### src/rtl/pipe_types_pkg.sv
// Shared pipeline-register types: control-field layout, halt bit position and
// per-stage data widths used when instantiating pipe_stage_reg.
package pipe_types_pkg;

    localparam int HALT_BIT = 0;

    // Control word carried beside the data; halt sits in bit 0.
    typedef struct packed {
        logic [5:0] opfunc;
        logic [2:0] rsvd;
        logic [1:0] MemtoReg;
        logic       RegWEN;
        logic       dWENi;
        logic       dRENi;
        logic       equal;
        logic       halt;
    } pipe_ctrl_t;

    localparam int PIPE_CTRL_W = $bits(pipe_ctrl_t);

    localparam int IFID_W = 64;   // instr, npc
    localparam int IDEX_W = 128;  // npc, portA, portB, imm
    localparam int EXMM_W = 112;  // npc, ALUOut, store, rd
    localparam int MMWB_W = 80;   // ALUOut, load, rd

endpackage

### src/rtl/pipe_sat_counter.sv
// Saturating up-counter: counts inc_i cycles, sticks at all-ones, frozen by hold_i.
module pipe_sat_counter #(
    parameter int CNT_W = 16
) (
    input  logic             clk,
    input  logic             rst_n,
    input  logic             inc_i,
    input  logic             hold_i,
    output logic [CNT_W-1:0] cnt_o
);

    logic [CNT_W-1:0] cnt_q, cnt_d;

    always_comb begin
        cnt_d = cnt_q;
        if (!hold_i && inc_i && (cnt_q != '1))
            cnt_d = cnt_q + CNT_W'(1);
    end

    always_ff @(posedge clk or negedge rst_n) begin
        if (!rst_n) cnt_q <= '0;
        else        cnt_q <= cnt_d;
    end

    assign cnt_o = cnt_q;

endmodule

### src/rtl/pipe_stage_reg.sv
// Generic valid/ready pipeline stage register with flush, sticky halt and a
// saturating stall counter. Define PIPE_SKID_EN to add a one-entry skid buffer.
import pipe_types_pkg::*;

module pipe_stage_reg #(
    parameter int CTRL_W = 16,
    parameter int DATA_W = 128,
    parameter int CNT_W  = 16
) (
    input  logic              CLK,
    input  logic              nRST,
    input  logic              in_valid,
    output logic              in_ready,
    input  logic [CTRL_W-1:0] in_ctrl,
    input  logic [DATA_W-1:0] in_data,
    output logic              out_valid,
    input  logic              out_ready,
    output logic [CTRL_W-1:0] out_ctrl,
    output logic [DATA_W-1:0] out_data,
    input  logic              flush,
    output logic              halted,
    output logic [CNT_W-1:0]  stall_cnt
);

    logic              out_valid_q, out_valid_d;
    logic [CTRL_W-1:0] out_ctrl_q,  out_ctrl_d;
    logic [DATA_W-1:0] out_data_q,  out_data_d;
    logic              halted_q,    halted_d;
    logic              in_xfer, out_xfer, halt_set;

    assign out_xfer = out_valid_q & out_ready;
    assign in_xfer  = in_valid & in_ready;
    assign halt_set = out_xfer & out_ctrl_q[HALT_BIT] & ~flush;

`ifdef PIPE_SKID_EN
    logic              skid_valid_q, skid_valid_d;
    logic [CTRL_W-1:0] skid_ctrl_q,  skid_ctrl_d;
    logic [DATA_W-1:0] skid_data_q,  skid_data_d;

    assign in_ready = ~halted_q & ~skid_valid_q;
`else
    assign in_ready = ~halted_q & (~out_valid_q | out_ready);
`endif

    always_comb begin
        out_valid_d = out_valid_q;
        out_ctrl_d  = out_ctrl_q;
        out_data_d  = out_data_q;
        halted_d    = halted_q | halt_set;
`ifdef PIPE_SKID_EN
        skid_valid_d = skid_valid_q;
        skid_ctrl_d  = skid_ctrl_q;
        skid_data_d  = skid_data_q;
`endif
        // Flush and halt both empty the stage; any arriving word is dropped.
        if (flush || halted_q || halt_set) begin
            out_valid_d = 1'b0;
            out_ctrl_d  = '0;
`ifdef PIPE_SKID_EN
            skid_valid_d = 1'b0;
`endif
        end else begin
`ifdef PIPE_SKID_EN
            if (skid_valid_q) begin
                if (out_xfer) begin
                    out_ctrl_d   = skid_ctrl_q;
                    out_data_d   = skid_data_q;
                    skid_valid_d = 1'b0;
                end
            end else if (in_xfer) begin
                if (!out_valid_q || out_ready) begin
                    out_valid_d = 1'b1;
                    out_ctrl_d  = in_ctrl;
                    out_data_d  = in_data;
                end else begin
                    skid_valid_d = 1'b1;
                    skid_ctrl_d  = in_ctrl;
                    skid_data_d  = in_data;
                end
            end else if (out_xfer) begin
                out_valid_d = 1'b0;
                out_ctrl_d  = '0;
            end
`else
            if (in_xfer) begin
                out_valid_d = 1'b1;
                out_ctrl_d  = in_ctrl;
                out_data_d  = in_data;
            end else if (out_xfer) begin
                out_valid_d = 1'b0;
                out_ctrl_d  = '0;
            end
`endif
        end
    end

    always_ff @(posedge CLK or negedge nRST) begin
        if (!nRST) begin
            out_valid_q <= 1'b0;
            out_ctrl_q  <= '0;
            out_data_q  <= '0;
            halted_q    <= 1'b0;
        end else begin
            out_valid_q <= out_valid_d;
            out_ctrl_q  <= out_ctrl_d;
            out_data_q  <= out_data_d;
            halted_q    <= halted_d;
        end
    end

`ifdef PIPE_SKID_EN
    always_ff @(posedge CLK or negedge nRST) begin
        if (!nRST) begin
            skid_valid_q <= 1'b0;
            skid_ctrl_q  <= '0;
            skid_data_q  <= '0;
        end else begin
            skid_valid_q <= skid_valid_d;
            skid_ctrl_q  <= skid_ctrl_d;
            skid_data_q  <= skid_data_d;
        end
    end
`endif

    pipe_sat_counter #(.CNT_W(CNT_W)) u_stall_cnt (
        .clk    (CLK),
        .rst_n  (nRST),
        .inc_i  (out_valid_q & ~out_ready & ~flush),
        .hold_i (halted_q),
        .cnt_o  (stall_cnt)
    );

    assign out_valid = out_valid_q;
    assign out_ctrl  = out_ctrl_q;
    assign out_data  = out_data_q;
    assign halted    = halted_q;

endmodule

### config.mk
export PLATFORM = sky130hd
export DESIGN_NAME = pipe_stage_reg
export DESIGN_NICKNAME = d
export VERILOG_FILES = /design/src/rtl/pipe_types_pkg.sv /design/src/rtl/pipe_sat_counter.sv /design/src/rtl/pipe_stage_reg.sv
export SDC_FILE = /design/constraint.sdc
export NUM_CORES = 1
export LEC_CHECK = 0
export CAP_MARGIN = 20
export CORE_ASPECT_RATIO = 0.5
export CORE_UTILIZATION = 39
export DETAILED_ROUTE_END_ITERATION = 10
export HOLD_SLACK_MARGIN = 0.03
export PLACE_DENSITY_LB_ADDON = 0.08
export SLEW_MARGIN = 30
export SYNTH_ARGS = -nofsm -noshare
export SYNTH_HDL_FRONTEND = slang
export SYNTH_SLANG_ARGS = --single-unit
### constraint.sdc
create_clock -name CLK -period 2 [get_ports CLK]
set_input_delay 0.4 -clock CLK [delete_from_list [all_inputs] [get_ports CLK]]
set_output_delay 0.4 -clock CLK [all_outputs]
set_load 0.05 [all_outputs]
Word level (Yosys, flattened, before mapping)
Cells that the tools add are included.
{ "word_totals": {"output_inout_bits": 163, "inputBits": 149, "wordCells": 34, "register_bits": 162} }
{ "classes": {"eq_ne": 1, "bitwise": 14, "n_mux": 6, "add_sub_neg": 1, "reduce_logical": 7} }
{ "ops": {"columns": ["op", "count"], "rows": [
  ["16-bit two-way mux", 3],
  ["16-bit by 1-bit adder with 16-bit output (second input constant)", 1],
  ["16-bit inequality test (second input constant)", 1],
  ["1-bit AND", 7],
  ["1-bit NOT", 5],
  ["1-bit two-way mux", 3],
  ["3-bit nonzero test", 1],
  ["1-bit logical AND", 2],
  ["1-bit logical OR", 2],
  ["1-bit OR", 2],
  ["2-bit AND reduction", 1],
  ["1-bit zero test", 1]
]} }

Depth between registers and ports, before layout
Gate-level depths: netlist of run 1.
{ "logic_depth": {"ltp_word": 6, "mapped_depth": 7, "ltp_nobuf": 5} }

Modules after synthesis
From an unflattened synthesis of run 1, not the netlist that was laid out.
{ "hier_totals": {"hier_cells": 394, "hier_area_um2": 6397.4} }
{ "modules_own_cells": {"columns": ["mod", "area_each_um2", "seq_area_each_um2", "cells_each", "n_inst"], "rows": [
  ["pipe_stage_reg", 5551.6, 3653.5, 320, 1],
  ["pipe_sat_counter", 845.8, 400.4, 74, 1]
]} }

Worst setup path before layout of run 1
Ideal clock, no wire load.
{ "synth_timing": {"kind": "reg-to-reg", "startpoint": "reg u_stall_cnt.cnt_q[0], in the netlist u_stall_cnt.cnt_o[0]", "endpoint": "reg u_stall_cnt.cnt_q[1], in the netlist u_stall_cnt.cnt_o[1]", "setup_ps": 128, "required_ps": 1872, "period_less_slack_ps": 1957, "arrival_time_ps": 1829, "path_buffers": 0, "stages_incl_launch_ff": 6, "path_slack_ps": 43, "path_cell_list": "dfrtp_1 -> ha_1 -> nand3_1 -> nor4_4 -> nor2_1 -> mux2_1"} }
{ "synth_between": {"elab_chain_cells": 2, "elab_cells_between_ends": 3, "classes_between": "add/sub (1); eq/ne (1); reduce/logical (1)"} }
{ "synth_lines": {"columns": ["element", "line", "rtl"], "rows": [
  ["start, declared", "pipe_sat_counter.sv:12", "logic [CNT_W-1:0] cnt_q, cnt_d;"],
  ["start signal, assigned", "pipe_sat_counter.sv:22", "else cnt_q <= cnt_d;"],
  ["branches (longest 2 deep; another with 16-bit by 1-bit adder with 16-bit output)", null, null]
]} }
Several ways; the timed one is not identified.
A chain may end at the register's enable or synchronous reset.

Final worst setup path of run 1
{ "layout_timing": {"startpoint": "reg out_data_q[3], in the netlist out_data[3]", "endpoint": "out out_data[3]"} }
{ "layout_rtl": {"columns": ["element", "line", "rtl"], "rows": [
  ["start, declared", "pipe_stage_reg.sv:27", "logic [DATA_W-1:0] out_data_q, out_data_d;"],
  ["start signal, assigned", "pipe_stage_reg.sv:106", "out_data_q <= out_data_d;"],
  ["end, declared", "pipe_stage_reg.sv:19", "output logic [DATA_W-1:0] out_data,"]
]} }
No word-level cell between the ends.

==> out/metrics.yaml, run 1 <==
timing:
  setup_ws_ns: 0.0361
  tns_ns: 0
  tightestPinTransition_ns: 0.614
  drv_slew: 0
  hold_viol_final: 0
  finalCritPeriodShare_pct: 98.2
  finClkSkew_ns: 0.0110
  relSlewSlack_pct: 58.6
  setup_viol: 0
  fmax_mhz: 509
  layout_min_cycle_time_ns: 1.96
clock_tree:
  cts_buffers: 17
  clk_latency_ns: 0.42
  path_clk_slew_ns: 0.06
  cts_root_buf: "clkbuf_16"
  cts_tree: "yes"
  cts_buffer_depth: 2
  clock_sinks: 162
  htreeDepth: 4
grt:
  grt_start_max_net_pins: 52
  grt_pass1_wl_um: 25400
  overflow: 0
  antenna_found_initial: 0
  grt.total_usage_pct: 20.0
  grt_pass1_vias: 4610
worst_setup_path:
  cp-end-kind: "output port"
  critical_path_arrival_ns: 1.56
  crit_chain: "clkdlybuf4s50_1"
  cp_max_fo: 2
  critical_path_class: "flop to output port"
  critical_path.top_delay_family: "buffers and inverters"
  critPathRequiredTime_ns: 1.60
  reg2reg_to: "u_stall_cnt.cnt_o[12]"
  crit_buf_inv: 1
  r2r_setup_slack_ns: 0.28
  cp-start-kind: "flop"
  slowest_delay_ns: 0.82
  cp_slowest_cell: "clkdlybuf4s50_1"
  ff2ff_path_depth: 4
  crit_end: "out_data[3]"
  rr_startpoint: "u_stall_cnt.cnt_o[0]"
  crit_start: "out_data[3]"
  path_depth: 1
placed_design:
  place_congestion: 0.765
  dpl.hpwl_um: 11800
  place_inst: 907
  port_buffers: 311
  dp_slack_ns: -0.142
synth:
  synth.most_common_cell: "dfrtp_1"
  ys_seq_elements: 162
  ys_async_sr_fraction_pct: 100
  yosys_warnings: 0
  netlist_instances: 389
  syn_area_per_cell_sq_um: 16.0
  yosysSeqAreaShare_pct: 65.2
  ys.flop_type: "dfrtp_1"
  synth_top_area_share_pct: 65.2
  synth_area_sq_um: 6220
  synth_edf_count: 0
  yosysUniqueCellTypes: 32
  synth_nets: 539
  synthTopCellsByArea: "dfrtp_1 65%, mux2_2 17%, mux2_1 6.2%, a22o_1 2.3%, xor2_1 1.4%"
  synth_common_cells: "162 x dfrtp_1, 96 x mux2_2, 34 x mux2_1"
  synth_top_cell_by_area: "dfrtp_1"
cells_and_area:
  fillers: 1227
  fin_nets: 873
  regArea_sq_um: 4050
  diodes: 0
  drive_above_1_share_pct: 23.9
  final_cell_count_no_fill: 940
  multiInputGateArea_sq_um: 2060
  syn2layout_area_growth_pct: 67.9
drt:
  drtPass1Iterations: 4
  wl_um: 16100
  drt_iter0_markers: 138
  vias_per_cell: 4.80
  ant_nets: 0
  drcViolationCount: 0
  wire_per_inst_um: 17.2
  vias: 4509
floorplanning:
  start_util_pct: 40.2
  die_x_um: 181
  design.core.area_sq_um: 15500
  ioPinCount: 312
  die_area_sq_um: 16500
  die_h_um: 91.3
  fp-row-count: 32
worst_hold_path:
  hold_class: "flop to flop"
power_and_ir_drop:
  power_density_nw_per_um2: 1400
  leakage_nw: 5.23
  peakVddDrop_v: 0.000706
outcome:
  status: "finished, final reports clean"
flow_run:
  maxCapViolCount: 0
-- kinds of logic (layout without fill, tap and decap cells) --
group / after synthesis / in the layout / share of synthesized area [%]
mux: 130 / 130 / 23.5
fa+ha+maj: 1 / 1 / 0.201
buf+inv: 20 / 367 / 1.99
flops: 162 / 162 / 65.2
simple gates: 40 / 40 / 4.12
compound gates: 23 / 23 / 3.18
xor+xnor: 13 / 13 / 1.83
-- per-layer routing --
metal  GRT usage [%]  up-vias  routed length, um
met1            24.1     2278               6570
met4            6.34        0                255
met3            4.89       19                731
met5               0        -                  0
li1                -     2072                  -
met2            35.4      140               8560
-- repair_timing --
item                       CTS  global route
setup buffers                0             0
hold buffers                 1             0
setup endpoints to repair   50            80
resized for setup           50            80
hold endpoints to repair    39             0
-- where the power goes --
group | internal (mW) | total, mW | switching, mW
Clock | 1.91 | 3.38 | 1.47
Combinational | 2.30 | 6.63 | 4.33
Sequential | 4.19 | 4.65 | 0.458
Total | 8.40 | 14.7 | 6.26
-- state kept, by name (all words and copies together) (netlist names) --
| register | cells |
|---|---|
| out_data | 128 |
| out_ctrl | 16 |
| u_stall_cnt.cnt_o | 16 |
| halted | 1 |
| out_valid | 1 |
-- how the worst min path moves through the flow --
stage                     slack [ns]  cells after the start      endpoint         start
after floorplan                 0.10                      0        halted          nRST
after global placement          0.37                      1  out_data[35]          nRST
after detailed placement        0.36                      1  out_data[60]          nRST
after CTS                       0.49                      1  out_data[85]  out_data[85]
after global routing            0.50                      1  out_data[93]  out_data[93]
final                           0.48                      1  out_data[82]  out_data[82]
-- worst register-to-register path, cell delays in order, from the launching register on --
cell,delay [ns]
dfrtp_1,0.43
ha_1,0.22
nand3_1,0.18
nor4_1,0.40
mux2_2,0.37
-- cell type report --
type | instances | area share [%]
flip-flops and latches | 162 | 38.8
repair buffers | 332 | 33.0
multi-input cells | 207 | 19.8
clock buffers | 17 | 4.07
well taps | 204 | 2.44
clock inverters | 15 | 1.80
inverters | 3 | 0.108
-- through the flow --
| stage | power [mW] | util (%) | instance area, sq um | hold slack (ns) |
|---|---|---|---|---|
| final | 14.7 | 67.4 | 10400 | 0.479 |
| after global routing | 15.2 | 67.4 | 10400 | 0.501 |
| after CTS | 14.9 | 66.1 | 10200 | 0.488 |
| after detailed placement | 11.6 | 62.5 | 9690 | 0.361 |
| after global placement | 11.6 | 62.5 | 9690 | 0.365 |
| after floorplan | 9.02 | - | 6220 | 0.104 |
-- layout by cell type, fill, tap and decap left out, types with 2 or more instances in the layout --
cell type          n
a22o_1            16
and3_1             3
and4_1             2
buf_12             7
buf_4             32
bufinv_16          2
clkbuf_16         17
clkdlybuf4s50_1  162
clkinvlp_4         3
dfrtp_1          162
dlygate4sd2_1     50
dlymetal6s2s_1    79
inv_1              2
inv_6              5
inv_8              4
mux2_1            34
mux2_2            96
nand2_1            6
nand3_1            4
nand4_1            2
nand4_2            2
nor2_1             5
nor2b_1            2
nor3_1             3
nor3b_1            3
nor4_1             3
o21ai_0            2
xnor2_1            3
xor2_1            10
Power figures use the tool's default switching activity.
==> inputs of run 2 (changes only) <==
Settings changed: GPL_TIMING_DRIVEN set to 0.
==> run 2 against run 1 <==
- sequential power is essentially flat
- critical path depth did not move
- core utilization down 0.31 points
- global-route usage up 0.92 points
- count of clock-buffer cells in the layout increased by 1
- cell count fell by 0.11%
==> out/metrics.yaml, run 2 (synthesis gave the netlist of run 1 again) <==
outcome:
  status: "finished, final reports clean"
timing:
  finClkSkew_ns: 0.00900  # -0.00200 ns
  setup_viol: 0  # unchanged
  whs_ns: 0.446  # -0.0335 ns
  layout_min_cycle_time_ns: 1.97  # +0.00112 ns
  tightestPinTransition_ns: 0.564  # -0.0500 ns
  hold_viol_final: 0  # unchanged
  fmax_mhz: 509  # about the same
  drv_slew: 0  # unchanged
  rsz0062_at_grt: "false"
  finalCritPeriodShare_pct: 98.3  # about the same
  relSlewSlack_pct: 61.9  # +3.4 points
worst_setup_path:
  cp_slowest_cell: "clkdlybuf4s50_1"
  slowest_delay_ns: 0.81  # about the same
  crit_chain: "clkdlybuf4s50_1"
  cp-end-kind: "output port"
  critical_path.top_delay_family: "buffers and inverters"
  critPathRequiredTime_ns: 1.60  # about the same
  cp_max_fo: 2  # unchanged
  critical_path_class: "flop to output port"
  cp-start-kind: "flop"
  crit_buf_inv: 1  # unchanged
  critical_path_arrival_ns: 1.57  # about the same
grt:
  antenna_found_initial: 0  # unchanged
  grt_pass1_wl_um: 26300  # +3.6%
  grt_pass1_vias: 4624  # +0.30%
  overflow: 0  # unchanged
  grt_start_max_net_pins: 70  # +35%
  grt.total_usage_pct: 20.9  # +0.92 points
floorplanning:
  die_x_um: 181  # unchanged
  die_h_um: 91.3  # unchanged
  start_util_pct: 40.2  # unchanged
  die_area_sq_um: 16500  # unchanged
  fp-row-count: 32  # unchanged
  ioPinCount: 312  # unchanged
  design.core.area_sq_um: 15500  # unchanged
cells_and_area:
  diodes: 0  # unchanged
  final_common_cell: "dfrtp_1"
  final_cell_count_no_fill: 939  # -0.11%
  layout_common_cells: "162 x dfrtp_1, 153 x clkdlybuf4s50_1, 96 x mux2_2"
  largest_reg_flops: 128  # unchanged
  stdcell_area_sq_um: 10400  # -0.47%
  fillers: 1184  # -3.5%
  syn2layout_area_growth_pct: 67.1
  fin_nets: 872  # -0.11%
  drive_above_1_share_pct: 21.0  # -3.0 points
power_and_ir_drop:
  power_density_nw_per_um2: 1390  # -0.87%
  switchingPower_mw: 6.25  # about the same
  pwr-share-clk_pct: 22.3  # -0.8 points
  swShare_pct: 43.2  # +0.55 points
  peakVddDrop_v: 0.000760  # +7.6%
  seq_power_share_pct: 32.1  # +0.4 points
  pwr-share-comb_pct: 45.6  # +0.4 points
  leakage_nw: 5.37  # +2.6%
  intPower_mw: 8.21  # -2.3%
clock_tree:
  cts_buffers: 17  # unchanged
  htreeDepth: 4  # unchanged
  clock_sinks: 162  # unchanged
  cts_root_buf: "clkbuf_16"
  cts_tree: "yes"
  cts_buffer_depth: 2  # unchanged
  clk_latency_ns: 0.42  # about the same
  path_clk_slew_ns: 0.07  # about the same
drt:
  wl_um: 16800  # +3.9%
  vias: 4454  # -1.2%
  drtPass1Iterations: 6  # +2
  drcViolationCount: 0  # unchanged
  wire_per_inst_um: 17.8  # +4.0%
  ant_nets: 0  # unchanged
  vias_per_cell: 4.74  # -1.1%
  drt_iter0_markers: 143  # +3.6%
placed_design:
  place_inst: 906  # -0.11%
  port_buffers: 311  # unchanged
  place_congestion: 0.737  # -3.6%
  place_area_sq_um: 9650  # -0.37%
  dpl.hpwl_um: 12300  # +4.4%
flow_run:
  maxCapViolCount: 0  # unchanged
worst_hold_path:
  hold_class: "input pin to asynchronous set/reset pin"
==> run 2: cell count changes in the layout (fill, tap and decap cells not counted), moves of 7 or more <==
cell | before | now
dlygate4sd2_1 | 50 | 63
buf_2 | 0 | 12
dlymetal6s2s_1 | 79 | 93
clkdlybuf4s50_1 | 162 | 153
buf_12 | 7 | 0
buf_4 | 32 | 2
==> run 2: path summary, 6_finish.rpt <==
kind	start	endpoint	slack, ns	cells after the start
min	nRST	out_data[101]	0.45	2
max in group asynchronous	nRST	out_data[63]	0.58	4
min reg2reg	out_data[93]	out_data[93]	0.48	1
min in group CLK	out_ready	halted	0.47	2
max reg2reg	halted	out_data[107]	0.18	6
max	out_data[78]	out_data[78]	0.03	1
==> run 2: timing repair <==
item | CTS | global route
gates resized for setup | 67 | 96
cloned | 0 | 0
setup endpoints to repair | 67 | 108
hold buffers | 1 | 0
hold endpoints to repair | 36 | 0
setup buffers | 0 | 0
==> run 2: layout make-up <==
cell class | count | area, sq um | share of cell area (%)
Clock buffer | 18 | 429 | 4.13
Buffer | 17 | 115 | 1.11
Sequential cell | 162 | 4050 | 39.0
Clock inverter | 14 | 145 | 1.40
Timing Repair Buffer | 314 | 3330 | 32.0
Multi-Input combinational cell | 207 | 2060 | 19.8
Inverter | 3 | 11.3 | 0.108
Tap cell | 204 | 255 | 2.45
==> run 2: power groups by stage <==
| stage | registers [mW] | logic [mW] | clock network (mW) |
|---|---|---|---|
| 2_1_floorplan | 8.01 | 1.01 | 0 |
| 6_report | 4.65 | 6.60 | 3.22 |
| 4_1_cts | 4.68 | 6.71 | 3.29 |
| 3_5_place_dp | 4.74 | 6.90 | 0 |
| 3_3_place_gp | 4.70 | 6.83 | 0 |
| 5_1_grt | 4.80 | 6.81 | 3.44 |
==> run 2: metal layers <==
layer | vias to the layer above | global-route usage [%] | routed length [um]
met5 | - | 0 | 0
met4 | 0 | 4.91 | 131
met3 | 9 | 5.42 | 709
met2 | 133 | 37.3 | 8980
met1 | 2236 | 25.5 | 6940
li1 | 2076 | - | -
==> run 2: through the flow <==
| step | setup WS [ns] | power (mW) | setup TNS [ns] | util [%] |
|---|---|---|---|---|
| 2_1_floorplan | 0.0434 | 9.02 | 0 | - |
| 3_3_place_gp | -6.31 | 11.5 | -1074.93 | 61.9 |
| 3_5_place_dp | -0.449 | 11.6 | -55.44 | 62.3 |
| 4_1_cts | 0.000430 | 14.7 | 0 | 65.6 |
| 5_1_grt | 0.000487 | 15.0 | 0 | 67.1 |
| 6_report | 0.0350 | 14.5 | 0 | 67.1 |
